--- config.mk ---
export PLATFORM = sky130hd
export DESIGN_NAME = deser_8way
export DESIGN_NICKNAME = d
export VERILOG_FILES = /design/src/rtl/deser_8way_pkg.sv /design/src/rtl/deser_8way_and8.sv /design/src/rtl/deser_8way_bit_counter_3.sv /design/src/rtl/deser_8way.sv
export SDC_FILE = /design/constraint.sdc
export NUM_CORES = 1
export LEC_CHECK = 0
export CORE_ASPECT_RATIO = 0.9
export CORE_MARGIN = 1
export CORE_UTILIZATION = 54
export CTS_BUF_LIST = sky130_fd_sc_hd__clkbuf_4 sky130_fd_sc_hd__clkbuf_8
export DETAILED_ROUTE_END_ITERATION = 6
export PLACE_DENSITY_LB_ADDON = 0.2
export SLEW_MARGIN = 20
export SYNTH_ARGS = -nofsm -noshare
export SYNTH_HDL_FRONTEND = slang
export SYNTH_SLANG_ARGS = --single-unit
--- constraint.sdc ---
create_clock -name clk -period 2.2 [get_ports clk]
set_input_delay 0.22 -clock clk [delete_from_list [all_inputs] [get_ports clk]]
set_output_delay 0.22 -clock clk [all_outputs]
set_load 0.02 [all_outputs]
--- src/rtl/deser_8way_pkg.sv ---
// Shared widths and FSM encoding for the 1-bit to 8-bit deserializer.
package deser_8way_pkg;
  localparam int WORD_W = 8;
  localparam int CNT_W  = 3;

  typedef enum logic {
    ST_COLLECT = 1'b0,
    ST_HOLD    = 1'b1
  } state_e;
endpackage

--- src/rtl/deser_8way_and8.sv ---
// 8-input AND gate cell.
module and8_gate (
  input  logic [7:0] a_i,
  output logic       y_o
);
  assign y_o = &a_i;
endmodule

--- src/rtl/deser_8way_bit_counter_3.sv ---
// Mod-8 counter with synchronous clear, enable and terminal-count flag.
module bit_counter_3
  import deser_8way_pkg::*;
(
  input  logic             clk,
  input  logic             clr,
  input  logic             en,
  output logic [CNT_W-1:0] count_o,
  output logic             tc_o
);
  logic [CNT_W-1:0] count_q, count_d;

  always_comb begin
    count_d = count_q;
    if (en) count_d = count_q + 1'b1;
  end

  always_ff @(posedge clk) begin
    if (clr) count_q <= '0;
    else     count_q <= count_d;
  end

  assign count_o = count_q;
  assign tc_o    = (count_q == CNT_W'(WORD_W - 1));
endmodule

--- src/rtl/deser_8way.sv ---
// Collects eight accepted serial bits into a byte and holds it on a
// valid/ready output together with a registered all-ones flag.
module deser_8way
  import deser_8way_pkg::*;
#(
  parameter bit MSB_FIRST = 1'b0
) (
  input  logic              clk,
  input  logic              reset,
  input  logic              in_valid,
  input  logic              in_bit,
  output logic              in_ready,
  output logic              out_valid,
  output logic [WORD_W-1:0] out_data,
  input  logic              out_ready,
  output logic              out_all_ones
);
  localparam logic [CNT_W-1:0] LAST_POS = CNT_W'(WORD_W - 1);

  state_e            state_q, state_d;
  logic [WORD_W-1:0] shift_q, shift_d;
  logic [WORD_W-1:0] out_data_q, out_data_d;
  logic              all_ones_q, all_ones_d;
  logic              word_and;
  logic [CNT_W-1:0]  cnt;
  logic [CNT_W-1:0]  pos;
  logic              tc;
  logic              accept;
  logic              word_done;

  assign accept    = in_valid && in_ready;
  assign word_done = accept && tc;

  bit_counter_3 u_cnt (
    .clk     (clk),
    .clr     (reset),
    .en      (accept),
    .count_o (cnt),
    .tc_o    (tc)
  );

  assign pos = MSB_FIRST ? (LAST_POS - cnt) : cnt;

  // shift_d is the next-word bus: current partial word plus the bit being accepted
  always_comb begin
    shift_d = shift_q;
    if (accept) shift_d[pos] = in_bit;
  end

  and8_gate u_and (
    .a_i (shift_d),
    .y_o (word_and)
  );

  always_comb begin
    out_data_d = out_data_q;
    all_ones_d = all_ones_q;
    if (word_done) begin
      out_data_d = shift_d;
      all_ones_d = word_and;
    end
  end

  always_ff @(posedge clk) begin
    if (reset) begin
      state_q    <= ST_COLLECT;
      shift_q    <= '0;
      out_data_q <= '0;
      all_ones_q <= 1'b0;
    end else begin
      state_q    <= state_d;
      shift_q    <= shift_d;
      out_data_q <= out_data_d;
      all_ones_q <= all_ones_d;
    end
  end

  always_comb begin
    state_d = state_q;
    case (state_q)
      ST_COLLECT: if (word_done) state_d = ST_HOLD;
      ST_HOLD:    if (out_ready) state_d = ST_COLLECT;
      default:    state_d = ST_COLLECT;
    endcase
  end

  always_comb begin
    in_ready  = (state_q == ST_COLLECT);
    out_valid = (state_q == ST_HOLD);
  end

  assign out_data     = out_data_q;
  assign out_all_ones = all_ones_q;
endmodule

==> impl_metrics.csv <==
group,metric,value,unit
outcome,status,"finished, final reports clean",
detailed_routing,drt-initial-drc-count,15,
cts,root_buffer,"clkbuf_4",
synth,synth_cell_types,39,
place,place_hpwl,1.305,mm
sta,hold_ws,0.5029,ns
floorplan,ios,16,
synth,ys_warn_count,0,
floorplan,die_height,42.92,um
synth,synth_top_family_by_area,"simple AND/OR/NAND/NOR gates",
floorplan,fp.dieW,47.47,um
floorplan,core,1717,sq um
finish,register_area,420.4,sq um
place,gp_congestion,0.7680,
power_and_ir_drop,leakagePower,0.4726,nW
global_route,grtUsageTotal,0.2044,
detailed_routing,totalWireLength,1.776,mm
sta,maxSlewViolCount,0,
finish,nets,129,
worst_hold_path,hold_path.class,"reg2reg",
sta,finalSetupViolCount,0,
worst_hold_path,whs_path_depth,2,
sta,finalCritPeriodShare,0.8498,
worst_setup_path,worstPathMaxFanout,11,
global_route,grt_pass1_vias,679,
finish,area_growth,18.43,%
synth,synthArstFlopShare,0,
finish,diodes,0,
global_route,grt_pass1_wl,3.008,mm
synth,synth_simple_gate_area_frac,0.2603,
global_route,grt_util_met2,0.2959,
sta,report.final.hold_viol_count,0,
detailed_routing,detail-route-antenna-nets,0,
sta,skew,0.005794,ns
finish,num-fill-cells,153,
global_route,use_met1,0.2902,
worst_setup_path,cp_data_arrival_time,2.09,ns
global_route,grt_remaining_overflow,0,
cts,clkSinkCount,21,
synth,synth_compound_area_frac,0.1457,
worst_setup_path,end_kind,"flop",
finish,drive_gt1_frac,0.1240,
sta,rsz0062_at_grt,"false",
run,maxCapViolCount,0,
sta,finalCriticalPeriod,1.870,ns
worst_setup_path,worstPathRequired,2.42,ns
sta,fmax,534.9,MHz
detailed_routing,vias,777,
finish,layout_common_cells,"dfxtp_1, nor2_1, clkdlybuf4s50_1",
detailed_routing,firstDrtPassIters,3,
place,dpl.cell_count,141,
synth,yosys_register_bits,21,
synth,synth_edf_count,0,
synth,ys_seq_area_frac,0.4184,
place,port_buffers,15,
worst_setup_path,r2r_cells,6,
synth,netlist_instances,107,
finish,final_common_cell,"dfxtp_1",
cts,tritoncts,"done",
sta,slew_headroom,0.7405,
power_and_ir_drop,p_total,0.6369,mW
synth,synth_fp_nets,114,
synth,synth_top_area_frac,0.4184,
power_and_ir_drop,max-vdd-ir-drop,0.5089,mV
global_route,grt_max_degree,16,
cts,clk_latency,0.30,ns
cts,cts_htree_levels,1,
floorplan,rows,14,
finish,multiInputGateArea,513.0,sq um
cts,post_cts_buffers,0,
synth,ys.flop_type,"dfxtp_1",
detailed_routing,viasPerCell,5.359,
global_route,top_usage_layer,"met2",
detailed_routing,remaining_drc_errors,0,
floorplan,start_util,0.5853,
synth,synth.area.mux_share,0.07098,
sta,worst_pin_slew,0.3881,ns
finish,finalNonFillerCells,145,
worst_setup_path,worstSetupPathType,"reg2reg",
cts,ctsHoldBuffers,0,
synth,synth_area_per_cell,9.390,sq um
cts,cts_buffers,3,
floorplan,dieArea,2037,sq um
global_route,antenna_found_initial,0,
synth,synth-xor-area-share,0.008717,
synth,syn_area,1005,sq um
worst_setup_path,start_kind,"flop",
synth,yosysTopAreaCell,"dfxtp_1",
global_route,use_met3,0.07660,
detailed_routing,wl_per_cell,12.25,um
cts,clockBufferDepth,2,
synth,synthAdderAreaFrac,0.02491,
power_and_ir_drop,powerDensity,535.3,nW/um^2
cts,path_clk_slew,0.11,ns
sta,fin_setup_tns,0,ns
cts,cts_resized,0,
synth,synth_area_leaders,"dfxtp_1, nor2_1, mux2i_1",
worst max-delay path, stage by stage, from the launching register on:
cell and delay (ns):
dfxtp_1 0.57, ha_1 0.22, ha_1 0.13, and3b_1 0.25, o221ai_1 0.14, a221o_1 0.28
o31ai_2 0.20
per-layer routing:
metal,routed length (um),up-vias
li1,-,408
met1,879,354
met2,811,15
met3,85,0
met4,0,0
met5,0,-
state kept, by name (all words and copies together), names as in the netlist:
signal         cells
out_data           8
shift_q            8
u_cnt.count_o      3
out_all_ones       1
out_valid          1
cell families after synthesis:
group / Yosys count
AND/OR/NAND/NOR: 44
flip-flops: 21
AO/OA/AOI/OAI: 18
buffers and inverters: 14
multiplexers: 7
adder cells (fa/ha/maj): 2
XOR/XNOR: 1
per-stage QoR:
stage / worst slack [ns] / cell area (sq um) / utilization
after detailed placement: 0.2974 / 1162 / 0.6771
after CTS: 0.3186 / 1190 / 0.6931
after global placement: 0.3517 / 1162 / 0.6771
after floorplan: 0.5782 / 1005 / -
after global routing: 0.1904 / 1190 / 0.6931
final: 0.3303 / 1190 / 0.6931
layout make-up:
cell class	instances	area share
multi-input combinational	72	0.4311
sequential	21	0.3533
clock inverter	1	0.004206
timing repair buffer	19	0.1514
inverter	5	0.01577
tap	24	0.02524
clock buffer	3	0.01893
Yosys cell counts, drive strengths merged, types with 2 or more instances:
library cell / number
a21oi: 3
mux2i: 6
a211oi: 8
clkbuf: 2
inv: 5
buf: 7
nand2: 7
nand4b: 2
ha: 2
dfxtp: 21
nand4: 2
nor2: 19
path summary, 6_finish.rpt:
path,slack [ns],end,startpoint
hold reg to reg,0.50,out_data[3],out_data[3]
setup / recovery,0.33,out_all_ones,u_cnt.count_o[1]
setup reg to reg,0.33,out_all_ones,u_cnt.count_o[1]
hold / removal,0.50,out_data[3],out_data[3]
where the power goes:
part / internal [mW] / switching (mW) / total [mW]
registers: 0.387 / 0.00762 / 0.394
logic: 0.0276 / 0.0328 / 0.0604
clock network: 0.0678 / 0.114 / 0.182
(Power assumes the default switching activity.)
